[config.mk]
export PLATFORM = sky130hd
export DESIGN_NAME = ahb_xfer_ctrl
export DESIGN_NICKNAME = d
export VERILOG_FILES = /design/src/rtl/ahb_xfer_ctrl_pkg.sv /design/src/rtl/ahb_xfer_ctrl_burst_addr_gen.sv /design/src/rtl/ahb_xfer_ctrl.sv
export SDC_FILE = /design/constraint.sdc
export NUM_CORES = 1
export LEC_CHECK = 0
export CAP_MARGIN = 20
export CORE_ASPECT_RATIO = 0.5
export CORE_MARGIN = 1
export CORE_UTILIZATION = 47
export CTS_CLUSTER_DIAMETER = 40
export CTS_CLUSTER_SIZE = 20
export DETAILED_ROUTE_END_ITERATION = 10
export GPL_ROUTABILITY_DRIVEN = 0
export HOLD_SLACK_MARGIN = 0.06
export PLACE_DENSITY = 0.84
export SLEW_MARGIN = 10
export SYNTH_ARGS = -nofsm -noshare
export SYNTH_HDL_FRONTEND = slang
export SYNTH_SLANG_ARGS = --single-unit
[constraint.sdc]
create_clock -name clk -period 6.2 [get_ports clk]
set_clock_uncertainty 0.1 [all_clocks]
set_input_delay 0.62 -clock clk [delete_from_list [all_inputs] [get_ports clk]]
set_output_delay 0.62 -clock clk [all_outputs]
set_load 0.005 [all_outputs]
[src/rtl/ahb_xfer_ctrl_pkg.sv]
// Shared AHB-Lite encodings, controller state and burst helpers for the
// I-cache front-end transfer controller.
package ahb_pkg;

    typedef enum logic [1:0] {
        HTRANS_IDLE   = 2'b00,
        HTRANS_BUSY   = 2'b01,
        HTRANS_NONSEQ = 2'b10,
        HTRANS_SEQ    = 2'b11
    } htrans_t;

    typedef enum logic [2:0] {
        HBURST_SINGLE = 3'd0,
        HBURST_INCR   = 3'd1,
        HBURST_WRAP4  = 3'd2,
        HBURST_INCR4  = 3'd3,
        HBURST_WRAP8  = 3'd4,
        HBURST_INCR8  = 3'd5,
        HBURST_WRAP16 = 3'd6,
        HBURST_INCR16 = 3'd7
    } hburst_t;

    localparam logic HRESP_OKAY  = 1'b0;
    localparam logic HRESP_ERROR = 1'b1;

    typedef enum logic [1:0] {
        XS_IDLE,
        XS_RD,
        XS_ERR1,
        XS_ERR2
    } xfer_state_t;

    // Per-transfer context captured at the address phase.
    typedef struct packed {
        logic [2:0] size;
        hburst_t    burst;
        logic [3:0] beat;
        logic [4:0] len;
    } burst_ctx_t;

    // Beat count of a fixed-length burst; 0 means unbounded (SINGLE/INCR).
    function automatic logic [4:0] burst_len(input hburst_t b);
        case (b)
            HBURST_WRAP4,  HBURST_INCR4:  burst_len = 5'd4;
            HBURST_WRAP8,  HBURST_INCR8:  burst_len = 5'd8;
            HBURST_WRAP16, HBURST_INCR16: burst_len = 5'd16;
            default:                      burst_len = 5'd0;
        endcase
    endfunction

    function automatic logic [2:0] burst_len_log2(input hburst_t b);
        case (b)
            HBURST_WRAP4,  HBURST_INCR4:  burst_len_log2 = 3'd2;
            HBURST_WRAP8,  HBURST_INCR8:  burst_len_log2 = 3'd3;
            HBURST_WRAP16, HBURST_INCR16: burst_len_log2 = 3'd4;
            default:                      burst_len_log2 = 3'd0;
        endcase
    endfunction

endpackage

[src/rtl/ahb_xfer_ctrl_burst_addr_gen.sv]
// Expected next SEQ address of an AHB burst from the previous beat address.
// Pure combinational so the D-side controller can share it.
module ahb_burst_addr_gen
    import ahb_pkg::*;
#(
    parameter int ADDR_W = 32
) (
    input  logic [ADDR_W-1:0] prev_addr,
    input  logic [2:0]        hsize,
    input  hburst_t           hburst,
    output logic [ADDR_W-1:0] next_addr
);

    logic [ADDR_W-1:0] step;
    logic [ADDR_W-1:0] incr_addr;
    logic [ADDR_W-1:0] wrap_mask;
    logic              wrap;

    assign step      = ADDR_W'(1) << hsize;
    assign incr_addr = prev_addr + step;
    assign wrap      = (hburst == HBURST_WRAP4) || (hburst == HBURST_WRAP8) ||
                       (hburst == HBURST_WRAP16);
    // Wrap boundary is len * 2^hsize bytes; only the low bits advance.
    assign wrap_mask = (ADDR_W'(1) << (32'(hsize) + 32'(burst_len_log2(hburst))))
                       - ADDR_W'(1);
    assign next_addr = wrap ? ((prev_addr & ~wrap_mask) | (incr_addr & wrap_mask))
                            : incr_addr;

endmodule

[src/rtl/ahb_xfer_ctrl.sv]
// AHB-Lite read-only slave front end for the I-cache: turns address phases
// into cache lookups, stalls until the cache answers, errors writes/oversize.
module ahb_xfer_ctrl
    import ahb_pkg::*;
#(
    parameter int ADDR_W   = 32,
    parameter int DATA_W   = 32,
    parameter int MAX_SIZE = $clog2(DATA_W/8)
) (
    input  logic              clk,
    input  logic              rstn,
    input  logic              hsel,
    input  logic [ADDR_W-1:0] haddr,
    input  logic [1:0]        htrans,
    input  logic              hwrite,
    input  logic [2:0]        hsize,
    input  logic [2:0]        hburst,
    input  logic              hready,
    output logic              hreadyout,
    output logic              hresp,
    output logic [DATA_W-1:0] hrdata,
    output logic              req_valid,
    output logic [ADDR_W-1:0] req_addr,
    output logic              req_last,
    input  logic              rsp_valid,
    input  logic [DATA_W-1:0] rsp_data,
    output logic              seq_err
);

    xfer_state_t       state, state_nxt;
    logic [ADDR_W-1:0] addr_q;
    burst_ctx_t        ctx_q;
    logic              seq_err_q;
    logic [ADDR_W-1:0] exp_addr;
    logic              can_accept;
    logic              accept;
    logic              bad_xfer;

    ahb_burst_addr_gen #(.ADDR_W(ADDR_W)) u_addr_gen (
        .prev_addr (addr_q),
        .hsize     (ctx_q.size),
        .hburst    (ctx_q.burst),
        .next_addr (exp_addr)
    );

    // A new address phase is only taken when our own data phase is completing.
    assign can_accept = (state == XS_IDLE) || (state == XS_ERR2) ||
                        ((state == XS_RD) && rsp_valid);
    assign accept     = can_accept && hsel && hready && htrans[1];
    assign bad_xfer   = hwrite || (hsize > 3'(MAX_SIZE));

    always_ff @(posedge clk or negedge rstn) begin
        if (!rstn) state <= XS_IDLE;
        else       state <= state_nxt;
    end

    always_comb begin
        state_nxt = state;
        case (state)
            XS_RD: begin
                if (rsp_valid)
                    state_nxt = accept ? (bad_xfer ? XS_ERR1 : XS_RD) : XS_IDLE;
            end
            XS_ERR1: state_nxt = XS_ERR2;
            default: state_nxt = accept ? (bad_xfer ? XS_ERR1 : XS_RD) : XS_IDLE;
        endcase
    end

    always_comb begin
        hreadyout = 1'b1;
        hresp     = HRESP_OKAY;
        hrdata    = '0;
        req_valid = 1'b0;
        req_last  = 1'b0;
        seq_err   = 1'b0;
        case (state)
            XS_RD: begin
                req_valid = 1'b1;
                hreadyout = rsp_valid;
                if (rsp_valid) hrdata = rsp_data;
                req_last  = (ctx_q.burst == HBURST_SINGLE) ||
                            ((ctx_q.len != 5'd0) && ({1'b0, ctx_q.beat} == ctx_q.len - 5'd1));
                seq_err   = seq_err_q;
            end
            XS_ERR1: begin
                hreadyout = 1'b0;
                hresp     = HRESP_ERROR;
            end
            XS_ERR2: hresp = HRESP_ERROR;
            default: ;
        endcase
    end

    assign req_addr = addr_q;

    // SEQ beats are checked against the address predicted from the previous beat.
    always_ff @(posedge clk or negedge rstn) begin
        if (!rstn) begin
            addr_q    <= '0;
            ctx_q     <= '0;
            seq_err_q <= 1'b0;
        end else if (accept) begin
            addr_q     <= haddr;
            ctx_q.size <= hsize;
            ctx_q.burst <= hburst_t'(hburst);
            if (htrans_t'(htrans) == HTRANS_NONSEQ) begin
                ctx_q.beat <= 4'd0;
                ctx_q.len  <= burst_len(hburst_t'(hburst));
                seq_err_q  <= 1'b0;
            end else begin
                ctx_q.beat <= ctx_q.beat + 4'd1;
                seq_err_q  <= (haddr != exp_addr);
            end
        end
    end

endmodule
* Yosys cells after proc, flatten, opt, wreduce, memory -nomap -nowiden *
Index checks and enable logic that the tools add are counted.

storage, ports and cells
  register bits = 50
  bits in latches = 0
  bits in writable memories = 0
  bits in read-only memories = 0
  bits of input ports = 78
  memories = 0

operators by class
  add/sub/neg operators = 5
  multiply operators = 0
  div/mod/pow operators = 0
  magnitude comparators = 1
  equal/unequal tests = 19
  shifts and indexed selects = 2
  mux-type cells = 16
  bitwise operators = 4
  reductions and logical operators = 22

operator list
  cell                     count
  $mux W32                 3
  $and A32 B32 Y32         2
  $add A32 B32 Y32         1
  $ne A32 B32 Y1           1
  $not A32 Y32             1
  $or A32 B32 Y32          1
  $shl A1 B3 Y32 const A   1
  $shl A1 B32 Y32 const A  1
  $sub A32 B2 Y32 const B  1
  $eq A3 B3 Y1 const B     8
  $pmux W5 S3              1
  $reduce_or A2 Y1         7
  $eq A3 B2 Y1 const B     4
  $pmux W3 S3              1
  $eq A2 B2 Y1 const B     3
  $logic_or A1 B1 Y1       6
  $mux W2                  3
  $eq A4 B5 Y1             1
  $logic_and A1 B1 Y1      5
  $mux W1                  5
  $reduce_bool A5 Y1       1
  $sub A5 B1 Y5 const B    1
  $add A3 B3 Y4            1
  $add A4 B1 Y4 const B    1
  other kinds (9)          9

* Depth between registers and ports, before layout *
  depth after elaboration = 12
  depth in mapped cells = 18

* Modules after synthesis *
Synthesis repeated with hierarchy kept, for this count alone.

unflattened totals
  cells, all modules = 527
  area total of the unflattened synthesis = 4129.0 um2

modules (own cells, without submodules)
  module              times used  cells each  area each (um2)
  ahb_xfer_ctrl       1           310         2613.8
  ahb_burst_addr_gen  1           217         1515.2

* Worst setup path before layout *
No wires, ideal clock.

  kind = register to register
  from = reg ctx_q[11] in the netlist's numbering
  to = reg seq_err_q
  setup time = 0.128 ns
  arrival time = 4.188 ns
  required time = 5.972 ns
  setup slack = 1.784 ns
  stages on the path, launching flop included = 18
  buffers on the path = 1
  period minus slack after synthesis = 4.416 ns
  path through = dfrtp_1 nor2b_1 ha_1 inv_1 fa_1 or3b_1 o22a_2 or2_2 ha_1 clkbuf_1 nor2_1 a41o_1 o2111ai_1 or3_1 a2111oi_2 nand4_1 nor4_1 a21oi_1

between the ends
  cells in the longest elaborated chain, start to end = 12
  elaborated cells on any way between the ends = 22

ends and longest elaborated chain
  what                                        line                                source
  start, declared                             ahb_xfer_ctrl.sv:32                 burst_ctx_t ctx_q;
  $eq A3 B3 Y1, or another cell as far along  ahb_xfer_ctrl_pkg.sv:52             case (b)
  $reduce_or A2 Y1                            ahb_xfer_ctrl_pkg.sv:52
  $pmux W3 S3                                 ahb_xfer_ctrl_pkg.sv:52
  $add A3 B3 Y4                               ahb_xfer_ctrl_burst_addr_gen.sv:24  assign wrap_mask = (ADDR_W'(1) << (32'(hsize) + 32'(burst_len_log2(hburst))))
  $shl A1 B32 Y32                             ahb_xfer_ctrl_burst_addr_gen.sv:24
  $sub A32 B2 Y32                             ahb_xfer_ctrl_burst_addr_gen.sv:25  - ADDR_W'(1);
  $not A32 Y32                                ahb_xfer_ctrl_burst_addr_gen.sv:26  assign next_addr = wrap ? ((prev_addr & ~wrap_mask) | (incr_addr & wrap_mask))
  $and A32 B32 Y32                            ahb_xfer_ctrl_burst_addr_gen.sv:26
  $or A32 B32 Y32                             ahb_xfer_ctrl_burst_addr_gen.sv:26
  $mux W32 (*)                                ahb_xfer_ctrl_burst_addr_gen.sv:26
  $ne A32 B32 Y1 (*)                          ahb_xfer_ctrl.sv:112                seq_err_q <= (haddr != exp_addr);
  $mux W1 (*)                                 ahb_xfer_ctrl.sv:106                if (htrans_t'(htrans) == HTRANS_NONSEQ) begin
  end signal, assigned                        ahb_xfer_ctrl.sv:112
  end, declared                               ahb_xfer_ctrl.sv:33                 logic seq_err_q;

Mark *: on every way between the ends. The rest lies on a longest branch, timed or not.
A chain may end at the register's enable or synchronous reset.

* Worst setup path in the final report *
Same ends and word-level chain as after synthesis.

==> impl_results.html <==
<table>
<tr><th>Metric</th><th>Value</th></tr>
<tr><th colspan="2">Critical path</th></tr>
<tr><td>Worst path max stage delay</td><td>0.46 ns</td></tr>
<tr><td>Crit path launch type</td><td>flop</td></tr>
<tr><td>Most frequent CP cell</td><td>ha_1</td></tr>
<tr><td>Crit-path leading delay family</td><td>simple AND/OR/NAND/NOR gates</td></tr>
<tr><td>Crit path capture type</td><td>flop</td></tr>
<tr><td>Worst setup path category</td><td>reg -&gt; reg</td></tr>
<tr><td>Critical path buffer and inverter count</td><td>1</td></tr>
<tr><td>Endpoint arrival time on the critical path</td><td>5.00 ns</td></tr>
<tr><td>Worst-path cell chain</td><td>nor2b_1 -&gt; ha_1 -&gt; inv_1 -&gt; fa_1 -&gt; or3b_1 -&gt; o22a_2 -&gt; or2_2 -&gt; ha_1 -&gt; nor2_1 -&gt; a41o_1 -&gt; o2111ai_1 -&gt; or3_1 -&gt; a2111oi_2 -&gt; nand4_1 -&gt; nor4_1 -&gt; a21oi_1</td></tr>
<tr><td>Slowest cell on the critical path</td><td>dfrtp_1</td></tr>
<tr><td>WP data required</td><td>6.27 ns</td></tr>
<tr><td>Crit Path Max Fanout</td><td>11</td></tr>
<tr><th colspan="2">Synthesis</th></tr>
<tr><td>Async SR Flop Fraction</td><td>1.00</td></tr>
<tr><td>Share of the yosys chip area belonging to registers</td><td>0.279</td></tr>
<tr><td>Avg Cell Area, Syn</td><td>7.70 sq um</td></tr>
<tr><td>Number of nets produced by synthesis</td><td>658</td></tr>
<tr><td>Cell accounting for the most synthesized area</td><td>dfrtp_1</td></tr>
<tr><td>Largest cells by area after synthesis</td><td>dfrtp_1, nand2_1, xor2_1</td></tr>
<tr><td>Yosys Warn Count</td><td>0</td></tr>
<tr><td>Instance count of the mapped netlist</td><td>559</td></tr>
<tr><td>Fraction of post-synthesis cell area in the top cell type by area</td><td>0.279</td></tr>
<tr><td>Number of library cell types mapped by synthesis</td><td>62</td></tr>
<tr><td>Count of flip-flops with a built-in enable after synthesis</td><td>0</td></tr>
<tr><td>Netlist Area Pre-Place</td><td>4300 sq um</td></tr>
<tr><td>Post-synth top flop</td><td>dfrtp_1</td></tr>
<tr><td>Number of synthesized register bits</td><td>48</td></tr>
<tr><th colspan="2">CTS</th></tr>
<tr><td>Htree depth</td><td>2</td></tr>
<tr><td>Clk sinks</td><td>48</td></tr>
<tr><td>Clock insertion delay at the later pin of the skew report</td><td>0.30 ns</td></tr>
<tr><td>Setup repair bufs after CTS</td><td>0</td></tr>
<tr><td>Clock Tree Root</td><td>clkbuf_16</td></tr>
<tr><td>Maximum root-to-sink buffer count</td><td>2</td></tr>
<tr><td>Post-CTS clock slew at the launch and capture registers of the worst setup and hold paths</td><td>0.07 ns</td></tr>
<tr><td>Quantity of hold-fixing buffers added after cts</td><td>0</td></tr>
<tr><td>Clock tree from TritonCTS</td><td>yes</td></tr>
<tr><td>Number of buffers added by the clock tree synthesis step</td><td>5</td></tr>
<tr><td>Post_cts resized</td><td>0</td></tr>
<tr><th colspan="2">Global route</th></tr>
<tr><td>Total congestion overflow</td><td>0</td></tr>
<tr><td>Largest net degree at the start of global routing</td><td>49</td></tr>
<tr><td>Number of global-route vias before repair</td><td>4532</td></tr>
<tr><td>Wire length of the first global-routing pass</td><td>22600 um</td></tr>
<tr><td>Total global routing track utilization</td><td>0.302</td></tr>
<tr><td>Number of antenna violations at the first check in global routing</td><td>0</td></tr>
<tr><th colspan="2">Timing</th></tr>
<tr><td>Setup violations, final</td><td>0</td></tr>
<tr><td>Transition time at the pin with the least slew margin</td><td>0.978 ns</td></tr>
<tr><td>Max-slew headroom</td><td>0.348</td></tr>
<tr><td>Final Slew Violations</td><td>0</td></tr>
<tr><td>Final period utilization</td><td>0.795</td></tr>
<tr><td>Maximum achievable frequency</td><td>203 MHz</td></tr>
<tr><td>Final Hold Viols</td><td>0</td></tr>
<tr><td>Final critical-path required period</td><td>4.93 ns</td></tr>
<tr><td>Unrepaired setup endpoints after global routing</td><td>no</td></tr>
<tr><td>Sum Neg Setup Slack</td><td>0 ns</td></tr>
<tr><th colspan="2">Job</th></tr>
<tr><td>Maxcap violations</td><td>0</td></tr>
<tr><th colspan="2">Floorplan</th></tr>
<tr><td>Starting density of the core</td><td>0.489</td></tr>
<tr><td>Num rows</td><td>24</td></tr>
<tr><td>DIE WIDTH</td><td>137 um</td></tr>
<tr><td>Top-level I/O count</td><td>147</td></tr>
<tr><td>Vertical die dimension</td><td>69.7 um</td></tr>
<tr><td>Core Footprint</td><td>8800 sq um</td></tr>
<tr><td>DIE AREA</td><td>9560 sq um</td></tr>
<tr><th colspan="2">Route</th></tr>
<tr><td>Total wire length after detailed routing</td><td>14100 um</td></tr>
<tr><td>Vias after detailed routing</td><td>4690</td></tr>
<tr><td>DR DRC count</td><td>0</td></tr>
<tr><td>Count of antenna-violating nets left after detailed routing</td><td>0</td></tr>
<tr><td>Drt first pass iters</td><td>8</td></tr>
<tr><td>Violation count after the first detailed-routing iteration</td><td>530</td></tr>
<tr><td>Wirelength per Cell</td><td>17.5 um</td></tr>
<tr><td>Average via count per standard cell</td><td>5.80</td></tr>
<tr><th colspan="2">Pwr</th></tr>
<tr><td>Max rail drop VDD</td><td>279 uV</td></tr>
<tr><td>Post-layout total power</td><td>0.00316 W</td></tr>
<tr><td>Leakage component of the power</td><td>2.75 nW</td></tr>
<tr><td>Power density over the cells</td><td>522 nW/um^2</td></tr>
<tr><th colspan="2">Place</th></tr>
<tr><td>Port Buf Inserts</td><td>146</td></tr>
<tr><td>Post-DP HPWL</td><td>10400 um</td></tr>
<tr><th colspan="2">Run status</th></tr>
<tr><td>Run status</td><td>completed</td></tr>
<tr><th colspan="2">Final layout</th></tr>
<tr><td>Area growth from synthesis to layout</td><td>40.5%</td></tr>
<tr><td>Proportion of layout cells with a drive suffix above 1</td><td>0.0405</td></tr>
<tr><td>Number of nets in the layout</td><td>791</td></tr>
<tr><td>Antenna diode instance count</td><td>0</td></tr>
<tr><th colspan="2">Min path</th></tr>
<tr><td>Worst min-delay path class</td><td>in -&gt; async</td></tr>
</table>
synth_stat cells, types with 4 or more instances:
library cell / number
mux2i_1: 8
inv_1: 12
a21o_1: 8
nor4_1: 6
and3_1: 40
nor2_1: 22
o31ai_1: 5
a31oi_1: 4
nand2b_1: 9
xor2_1: 33
dfrtp_1: 48
or2_2: 4
nor3_1: 13
ha_1: 19
nand2_1: 142
clkbuf_1: 23
and2_1: 7
o21ai_0: 27
nand3_1: 15
nor2b_1: 6
a21oi_1: 20
nand4_1: 8
xnor2_1: 20
power by group:
group	total, W	switching [W]	internal, W
registers	0.000702	0.000243	0.000459
clock network	0.000353	0.000124	0.000229
logic	0.00210	0.00114	0.000965
total	0.00316	0.00150	0.00165
sequential cells by signal, indices dropped and copies added (netlist names):
signal,flops
req_addr,32
seq_err_q,1
ctx_q,13
state,2
cell families (layout without fill, tap and decap cells):
family	after synthesis	count (layout)	synth area share
fa+ha+maj	21	21	0.0646
mux	10	10	0.0239
simple gates	288	288	0.322
flops	48	48	0.279
xor+xnor	54	54	0.112
buf+inv	36	169	0.0323
compound gates	102	102	0.167
worst register-to-register path, cell delays in order, from the launching register on:
cell and delay (ns):
dfrtp_1 0.46, nor2b_1 0.18, ha_1 0.18, inv_1 0.06, fa_1 0.46, or3b_1 0.40
o22a_2 0.26, or2_2 0.32, ha_1 0.33, nor2_1 0.35, a41o_1 0.25, o2111ai_1 0.13
or3_1 0.41, a2111oi_2 0.36, nand4_1 0.14, nor4_1 0.31, a21oi_1 0.12
path summary, 6_finish.rpt:
path	startpoint	to	slack (ns)	depth (start not counted)
max	ctx_q[11]	seq_err_q	1.27	16
min reg2reg	ctx_q[3]	ctx_q[3]	0.39	2
min in group clk	ctx_q[3]	ctx_q[3]	0.39	2
min	rstn	req_addr[11]	0.33	2
max reg2reg	ctx_q[11]	seq_err_q	1.27	16
max in group asynchronous	rstn	req_addr[27]	5.23	2
layer usage:
| metal | global-route usage | vias to the layer above | part of all wire |
|---|---|---|---|
| li1 | - | 2234 | - |
| met1 | 0.432 | 2182 | 0.46 |
| met2 | 0.464 | 234 | 0.44 |
| met3 | 0.0665 | 40 | 0.090 |
| met4 | 0.0672 | 0 | 0.018 |
| met5 | 0 | - | 0 |
placed cells by master (no fill, tap or decap), types with 4 or more instances in the layout:
cell and count:
nor3_1 13, ha_1 19, nor2b_1 6, and3_1 40, a21oi_1 20, nand2b_1 9, dfrtp_1 48, nand4_1 8
a31oi_1 4, nor4_1 6, clkbuf_16 5, nor2_1 22, or2_2 4, a21o_1 8, buf_4 4, inv_1 12
and2_1 7, clkdlybuf4s50_1 145, nand3_1 15, xor2_1 33, mux2i_1 8, o31ai_1 5, xnor2_1 20, o21ai_0 27
nand2_1 142
per-stage QoR:
step            util  setup WS (ns)  hold slack (ns)  cell area, sq um  cells
2_1_floorplan      -           1.78            0.224              4300    559
3_5_place_dp   0.666           1.40            0.376              5860    802
6_report       0.687           1.27            0.325              6040    809
4_1_cts        0.687           1.34            0.361              6040    809
3_3_place_gp   0.666           1.68            0.368              5860    802
5_1_grt        0.687          0.936            0.395              6040    809
final cells by class:
cell class | instances | area [sq um]
Tap cell | 117 | 146
Sequential cell | 48 | 1200
Multi-Input combinational cell | 475 | 2980
Fill cell | 713 | 2760
Inverter | 12 | 45.0
Clock buffer | 5 | 125
Timing Repair Buffer | 150 | 1490
Clock inverter | 2 | 60.1
Power figures use the tool's default switching activity.
